File: src/rtl/bram_port_arbiter.sv
// Two-port arbiter for the shared single-port 16-bit program/data BRAM: CPU priority,
// loader starvation guard, and per-port read-return routing. Optional bus lock: ARB_LOCK_EN.
//
//   state  | meaning
//   -------+-------------------------------------------------------------
//   ARB    | normal arbitration, CPU first unless the loader is starved
//   LOCKED | loader owns the BRAM, CPU stalled (only with ARB_LOCK_EN)
module bram_port_arbiter #(
    parameter int BRAM_LAT = 1,
    parameter int MAX_WAIT = 8,
    parameter int ADDR_W   = 16
) (
    input  logic              clk,
    input  logic              rst,

    input  logic              p0_req,
    input  logic              p0_we,
    input  logic [ADDR_W-1:0] p0_addr,
    input  logic [15:0]       p0_wdata,
    output logic              p0_gnt,
    output logic              p0_rvalid,
    output logic [15:0]       p0_rdata,

    input  logic              p1_req,
    input  logic              p1_we,
    input  logic [ADDR_W-1:0] p1_addr,
    input  logic [15:0]       p1_wdata,
    output logic              p1_gnt,
    output logic              p1_rvalid,
    output logic [15:0]       p1_rdata,

    input  logic              p1_lock,
    output logic              cpu_stall,

    output logic              bram_wea,
    output logic [ADDR_W-1:0] bram_addra,
    output logic [15:0]       bram_dina,
    input  logic [15:0]       bram_douta
);

    typedef enum logic [0:0] {
        ARB    = 1'b0,
        LOCKED = 1'b1
    } state_t;

    state_t      state;
    state_t      state_nxt;
    logic [7:0]  wait_cnt;
    logic        starved;
    logic        rd_issue;

    // Read-tracking pipeline: bit 0 is the grant edge, bit BRAM_LAT lines up with douta.
    logic [BRAM_LAT:0] rd_vld;
    logic [BRAM_LAT:0] rd_port;

    assign starved  = (wait_cnt >= 8'(MAX_WAIT));
    assign rd_issue = (p0_gnt && !p0_we) || (p1_gnt && !p1_we);

`ifndef ARB_LOCK_EN
    logic unused_lock;
    assign unused_lock = p1_lock;
`endif

    always_ff @(posedge clk) begin
        if (!rst) begin
            state <= ARB;
        end else begin
            state <= state_nxt;
        end
    end

    always_comb begin
        state_nxt = state;
`ifdef ARB_LOCK_EN
        case (state)
            ARB:     if (p1_gnt && p1_lock) state_nxt = LOCKED;
            LOCKED:  if (!p1_lock)          state_nxt = ARB;
            default: state_nxt = ARB;
        endcase
`else
        state_nxt = ARB;
`endif
    end

    // Grants are gated by reset so nothing is accepted while rst is low.
    always_comb begin
        p0_gnt    = 1'b0;
        p1_gnt    = 1'b0;
        cpu_stall = 1'b0;
        if (rst) begin
            case (state)
                ARB: begin
                    if (p1_req && (!p0_req || starved)) begin
                        p1_gnt = 1'b1;
                    end else if (p0_req) begin
                        p0_gnt = 1'b1;
                    end
                end
`ifdef ARB_LOCK_EN
                LOCKED: begin
                    p1_gnt    = p1_req;
                    cpu_stall = 1'b1;
                end
`endif
                default: ;
            endcase
        end
    end

    always_ff @(posedge clk) begin
        if (!rst) begin
            wait_cnt <= 8'd0;
        end else if (!p1_req || p1_gnt) begin
            wait_cnt <= 8'd0;
        end else if (wait_cnt != 8'hFF) begin
            wait_cnt <= wait_cnt + 8'd1;
        end
    end

    always_ff @(posedge clk) begin
        if (!rst) begin
            bram_wea   <= 1'b0;
            bram_addra <= '0;
            bram_dina  <= 16'd0;
        end else if (p1_gnt) begin
            bram_wea   <= p1_we;
            bram_addra <= p1_addr;
            bram_dina  <= p1_wdata;
        end else if (p0_gnt) begin
            bram_wea   <= p0_we;
            bram_addra <= p0_addr;
            bram_dina  <= p0_wdata;
        end else begin
            bram_wea   <= 1'b0;
        end
    end

    always_ff @(posedge clk) begin
        if (!rst) begin
            rd_vld  <= '0;
            rd_port <= '0;
        end else begin
            rd_vld  <= {rd_vld[BRAM_LAT-1:0], rd_issue};
            rd_port <= {rd_port[BRAM_LAT-1:0], p1_gnt};
        end
    end

    always_ff @(posedge clk) begin
        if (!rst) begin
            p0_rvalid <= 1'b0;
            p1_rvalid <= 1'b0;
            p0_rdata  <= 16'd0;
            p1_rdata  <= 16'd0;
        end else begin
            p0_rvalid <= rd_vld[BRAM_LAT] && !rd_port[BRAM_LAT];
            p1_rvalid <= rd_vld[BRAM_LAT] &&  rd_port[BRAM_LAT];
            if (rd_vld[BRAM_LAT] && !rd_port[BRAM_LAT]) begin
                p0_rdata <= bram_douta;
            end
            if (rd_vld[BRAM_LAT] && rd_port[BRAM_LAT]) begin
                p1_rdata <= bram_douta;
            end
        end
    end

endmodule

File: config.mk
export PLATFORM = sky130hd
export DESIGN_NAME = bram_port_arbiter
export DESIGN_NICKNAME = d
export VERILOG_FILES = /design/src/rtl/bram_port_arbiter.sv
export SDC_FILE = /design/constraint.sdc
export NUM_CORES = 1
export LEC_CHECK = 0
export CORE_MARGIN = 5
export CORE_UTILIZATION = 30
export CTS_CLUSTER_DIAMETER = 80
export CTS_CLUSTER_SIZE = 40
export DETAILED_ROUTE_END_ITERATION = 16
export HOLD_SLACK_MARGIN = 0.08
export SYNTH_ARGS = -nofsm -noshare
export SYNTH_HDL_FRONTEND = slang
export SYNTH_SLANG_ARGS = --single-unit
File: constraint.sdc
create_clock -name clk -period 2.4 [get_ports clk]
set_input_delay 0.24 -clock clk [delete_from_list [all_inputs] [get_ports clk]]
set_output_delay 0.24 -clock clk [all_outputs]
set_load 0.01 [all_outputs]
==> results.sh, run 1 <==
export IMPL_synth_top_area_share_pct=46.4
export IMPL_status="complete, no violations"
export IMPL_ys_top_cells_by_area="dfxtp_1 (46%), nand2_1 (15%), mux2_2 (11%), mux2i_1 (9.7%), a21boi_0 (6.4%)"
export IMPL_cts_sinks=79
export IMPL_core_um2=11300
export IMPL_synth_distinct_cells=28
export IMPL_relSlewSlack_pct=52.9
export IMPL_p_total_mw=3.17
export IMPL_antenna_found_initial=0
export IMPL_place_congestion=0.759
export IMPL_routed_wl_um=9240
export IMPL_finalHoldViolCount=0
export IMPL_drc=0
export IMPL_yosysTopAreaCell="dfxtp_1"
export IMPL_report_final_slew_viol_count=0
export IMPL_ys_warn_count=0
export IMPL_avgViaCountPerCell=4.49
export IMPL_hpwl_um=6830
export IMPL_dp_slack_ns=0.321
export IMPL_layout_nets=606
export IMPL_max_slew_worst_pin_slew_ns=0.706
export IMPL_r2r_setup_slack_ns=0.71
export IMPL_power_density_nw_per_um2=600
export IMPL_clk_pin_slew_worst_paths_ns=0.05
export IMPL_wl_per_cell_um=14.0
export IMPL_min_path_type="input port to flop"
export IMPL_fin_setup_tns_ns=0
export IMPL_row_count=39
export IMPL_utilization_pct=46.9
export IMPL_ant_nets=0
export IMPL_min_period_ns=2.05
export IMPL_post_route_period_util_pct=85.4
export IMPL_rsz0062_at_grt="false"
export IMPL_holdPathEnd="bram_wea$_SDFF_PN0_"
export IMPL_leakagePower_nw=2.05
export IMPL_setup_viol=0
export IMPL_syn_area_um2=3410
export IMPL_worstPathRequired_ns=2.16
export IMPL_r2r_cells=5
export IMPL_maxCapViolations=0
export IMPL_design_die_area_um2=13600
export IMPL_async_reset_ff_share_pct=0
export IMPL_arrival_ns=1.81
export IMPL_dieWidth_um=117
export IMPL_max_clock_freq_mhz=488
export IMPL_grt_pass1_vias=3035
export IMPL_finalNonFillerCells=662
export IMPL_pin_count=157
export IMPL_grt_overflow_total=0
export IMPL_cpMaxStageDelayCell="clkdlybuf4s50_1"
export IMPL_synthFlopType="dfxtp_1"
export IMPL_firstDrtPassIters=4
export IMPL_dp_cells=649
export IMPL_reg2reg_from="wait_cnt[6]$_SDFFE_PP0P_"
export IMPL_synth_edf_count=0
export IMPL_avgSynthCellArea_um2=9.23
export IMPL_synthCells=369
export IMPL_ys_ff_latch=79
export IMPL_n_antenna_cell=0
export IMPL_grt_use_total_pct=13.8
export IMPL_r2r_end="bram_addra[0]$_SDFFE_PN0P_"
export IMPL_routed_via_count=2973
export IMPL_start_util_pct=30.2
export IMPL_finClkSkew_ns=0.00593
export IMPL_cts_tree="done"
export IMPL_whs_path_depth=3
export IMPL_grt_max_degree=66
export IMPL_path_max_fanout=4
export IMPL_cts_setup_buffers=0
export IMPL_layout_setup_ws_ns=0.350
export IMPL_grt_pass1_wl_um=14800
export IMPL_htreeDepth=3
export IMPL_drtIter0Drc=125
export IMPL_cp_num_buf_inv=1
export IMPL_root_buffer="clkbuf_16"
export IMPL_postCtsResizedCells=0
export IMPL_die_h_um=117
export IMPL_cts_buffers=9
export IMPL_hold_start="rst"
export IMPL_syn2layout_area_growth_pct=55.2
export IMPL_cpPeakStageDelay_ns=0.54
export IMPL_startpoint_type="flop"
export IMPL_crit_type="flop to output pin"
export IMPL_path_cells="nor4_4 -> a21boi_4 -> nor2_1 -> clkdlybuf4s50_1"
export IMPL_io_buffers=154
export IMPL_cp_end_kind="output pin"
export IMPL_drive_above_1_share_pct=10.4
export IMPL_vdd_drop_max_v=0.000274
export IMPL_yosysSeqAreaShare_pct=46.4
export IMPL_yosysMostFrequentCell="nand2_1"
export IMPL_clk_path_buf_depth=2
export IMPL_ctsHoldBuffers=0
export IMPL_yosys_top_cells_count="nand2_1 (132), dfxtp_1 (79), mux2_2 (33), mux2i_1 (33), a21boi_0 (29)"
export IMPL_crit_family="buffers and inverters"
export IMPL_clock_latency_ns=0.33
layout make-up:
type                       instances  area, um^2
inverter                           3        11.3
timing repair buffer             161        1590
clock inverter                     2        35.0
clock buffer                      11         233
sequential                        79        1580
fill                            1081        5980
multi-input combinational        263        1660
tap                              143         179
placed cells by master (no fill, tap or decap), types with 2 or more instances in the layout:
cell type	n
nand2_1	132
conb_1	5
inv_1	3
a21oi_1	4
ha_1	2
and2_1	5
clkdlybuf4s50_1	153
mux2_2	33
nor2b_1	2
clkbuf_1	2
a21boi_0	29
buf_4	7
nor2_1	4
nand4_1	2
a21boi_1	3
clkbuf_16	9
dfxtp_1	79
mux2i_1	33
worst min-delay path: cells and delay by family:
kind / cells / cell delay [ns]
buf+inv: 1 / 0.17
mux: 1 / 0.06
simple gates: 1 / 0.08
how the worst max path moves through the flow:
| stage | cells past startpoint | endpoint | from | slack (ns) |
|---|---|---|---|---|
| after floorplan | 5 | p0_gnt | wait_cnt[7]$_SDFFE_PP0P_ | 0.94 |
| after global placement | 6 | bram_addra[0]$_SDFFE_PN0P_ | p0_req | 0.37 |
| after detailed placement | 6 | bram_dina[15]$_SDFFE_PN0P_ | p0_req | 0.32 |
| after CTS | 4 | p0_gnt | wait_cnt[3]$_SDFFE_PP0P_ | 0.32 |
| after global routing | 4 | p0_gnt | wait_cnt[3]$_SDFFE_PP0P_ | 0.23 |
| final | 4 | p0_gnt | wait_cnt[3]$_SDFFE_PP0P_ | 0.35 |
routing by layer:
layer  part of all wire (%)  GRT usage (%)  wire (um)
met1                     42           16.2       3860
met2                     41           20.6       3780
met3                     16           9.69       1500
met4                    1.1           3.67        101
met5                      0              0          0
metrics by stage:
| stage | instance area [um^2] | hold slack, ns |
|---|---|---|
| 2_1_floorplan | 3420 | 0.375 |
| 3_3_place_gp | 5020 | 0.418 |
| 3_5_place_dp | 5020 | 0.423 |
| 4_1_cts | 5290 | 0.265 |
| 5_1_grt | 5290 | 0.280 |
| 6_report | 5290 | 0.273 |
where the power goes:
group          internal (mW)  switching, mW  leakage (nW)  total [mW]
Combinational          0.317          0.186          1.27       0.503
Sequential              1.37         0.0321         0.648        1.41
Clock                  0.786          0.477         0.131        1.26
sequential cells by signal (all words and copies together) (netlist names):
name	cells
bram_addra	16
bram_dina	16
bram_wea	1
p0_rdata	16
p0_rvalid	1
p1_rdata	16
p1_rvalid	1
rd_port	2
rd_vld	2
wait_cnt	8
cell families after synthesis:
logic type / synth area share, %
buffers and inverters: 5.51
flip-flops: 46.4
multiplexers: 20.6
AND/OR/NAND/NOR: 18.3
other: 0.110
adder cells (fa/ha/maj): 0.734
AO/OA/AOI/OAI: 8.37
(Power assumes the default switching activity.)
==> run 2: changes to the inputs <==
Settings changed: GPL_ROUTABILITY_DRIVEN set to 0, SETUP_SLACK_MARGIN set to 0.02.
==> results of run 2 <==
The final DEF is identical to that of run 1; final timing and power are the same.
==> RTL edit (flow settings as in run 2) <==
Reset style: asynchronous (`rst`), changed in 5 clocked blocks.
--- a/src/rtl/bram_port_arbiter.sv
+++ b/src/rtl/bram_port_arbiter.sv
@@ -61,7 +61,7 @@
     assign unused_lock = p1_lock;
 `endif
 
-    always_ff @(posedge clk) begin
+    always_ff @(posedge clk or negedge rst) begin
         if (!rst) begin
             state <= ARB;
         end else begin
@@ -107,7 +107,7 @@
         end
     end
 
-    always_ff @(posedge clk) begin
+    always_ff @(posedge clk or negedge rst) begin
         if (!rst) begin
             wait_cnt <= 8'd0;
         end else if (!p1_req || p1_gnt) begin
@@ -117,7 +117,7 @@
         end
     end
 
-    always_ff @(posedge clk) begin
+    always_ff @(posedge clk or negedge rst) begin
         if (!rst) begin
             bram_wea   <= 1'b0;
             bram_addra <= '0;
@@ -135,7 +135,7 @@
         end
     end
 
-    always_ff @(posedge clk) begin
+    always_ff @(posedge clk or negedge rst) begin
         if (!rst) begin
             rd_vld  <= '0;
             rd_port <= '0;
@@ -145,7 +145,7 @@
         end
     end
 
-    always_ff @(posedge clk) begin
+    always_ff @(posedge clk or negedge rst) begin
         if (!rst) begin
             p0_rvalid <= 1'b0;
             p1_rvalid <= 1'b0;
Check against the original RTL: differs if rst is asserted again (counterexample within 4 cycles, from zero or initial values and one cycle with rst low); with rst held inactive, the same outputs for 10 cycles.
==> RTL edit against run 2 <==
Area after synthesis is 6.3% higher. Register-to-register slack worse by 0.11 ns. Wire length is 2.8% lower. Cell area is 6.2% higher. Setup slack worse by 0.18 ns. Final cell count is 16% lower. Sequential cell count stayed put.
Power is not compared: it rests on default switching activity, and its combinational part moved more than twofold at a synthesized area within 25%.
==> RTL edit: results (changes against run 2) <==
* Status: complete, no violations
* Invs w/o clock at 7 (+4)
* Met3 WL at 545 um (-64%)
* Metal1 wirelength at 3772 um (-2.4%)
* CTS buffer count at 9 (unchanged)
* Crit Path Class: register to output port
* Vias in the first global route at 2844 (-6.3%)
* Met2 usage at 0.2189 (+0.01298)
* H-tree lvl count at 3 (unchanged)
* Final nets at 492 (-19%)
* Post-synthesis cell type count at 34 (+21%)
* Post-Synth Adder-Cell Area at 0.006908 (-0.0004364)
* CP endpoint: p0_gnt
* DR vias/cell at 4.625 (+3.0%)
* First-pass GRT wire length at 14680 um (-0.61%)
* R2r endpoint: bram_addra[5]$_DFFE_PN0P_
* Setup Skew at 0.007735 ns (+0.001807 ns)
* Met1 Usage GRT at 0.1531 (-0.008804)
* CTS Hold Buffers Added at 1 (+1)
* CP arrival at 1.99 ns (+0.18 ns)
* ClkCell Share at 0.05548 (+0.004854)
* Async SR Flop Fraction at 1.000 (+1.000)
* Max-slew headroom at 0.3706 (-0.1587)
* Met3 Use GR at 0.03723 (-0.05966)
* Synth area leaders: dfrtp_1, mux2_2, mux2_4, buf_12, nor3_1
* #MultiIn Comb at 145 (-45%)
* Reg2reg path depth at 4 (-1)
* Hpwl dp at 6523 um (-4.5%)
* Critical Path Fanout Max at 8 (+4)
* Fill cell count at 1082 (+0.093%)
* FF/Latch Area at 0.001977 mm^2 (+25%)
* Fraction of layout cells with a size suffix above 1 at 0.3015 (+0.1974)
* Post-DR wirelength/cell at 16.19 um (+16%)
* CLK BUF at 14 (+3)
* Signal buf overhead at 0.2861 (-0.01435)
* Pin count of the biggest net entering global routing at 75 (+14%)
* Routed met2 length at 4523 um (+20%)
* Mux cell area share after synthesis at 0.3275 (+0.1214)
* Yosys warns at 0 (unchanged)
* Synth Area in Compound Gates at 0.03109 (-0.05264)
* Area occupied by multi-input gates at 0.001510 mm^2 (-9.0%)
* Post-synth top flop: dfrtp_1
* Top sig layer: met4
* Sequential area share after synthesis at 0.5458 (+0.08157)
* Reg2reg setup slack at 0.60 ns (-0.11 ns)
* Synth top cells by count: dfrtp_1, mux2_2, mux2_4
* 1st-iter DRT viols at 111 (-11%)
* Type of the worst min-delay path: input pin to async pin
* Crit Reg-Reg Startpoint: wait_cnt[5]$_DFFE_PN0P_
* GRT Overall Usage at 0.1293 (-0.009161)
* Diodes inserted at 0 (unchanged)
==> RTL edit: cell types whose count changed after synthesis, sizes merged, moves of 4 or more <==
cell	delta
dfxtp	-79
inv	+4
mux2i	-33
buf	-6
and2	-5
a21boi	-32
dfrtp	+79
nand2	-128
clkbuf	-9
mux2	+63
nand3	+4
nor3	+6
==> RTL edit: metrics by stage <==
| stage | setup slack [ns] | hold slack, ns | instance area (um^2) | std cells |
|---|---|---|---|---|
| 3_3_place_gp | 0.3841 | 0.08406 | 5294 | 538 |
| 2_1_floorplan | 0.8241 | -0.05559 | 3622 | 244 |
| 5_1_grt | 0.02181 | 0.3176 | 5615 | 555 |
| 4_1_cts | 0.1424 | 0.2903 | 5615 | 555 |
| 6_report | 0.1737 | 0.2939 | 5615 | 555 |
| 3_5_place_dp | 0.3849 | 0.08486 | 5294 | 538 |
==> RTL edit: critical path, cell delays in order (launching register included) <==
cell and delay [ns]:
dfrtp_1 0.47, nor4_4 0.33, a21boi_0 0.19, nor2_1 0.12
clkdlybuf4s50_1 0.55
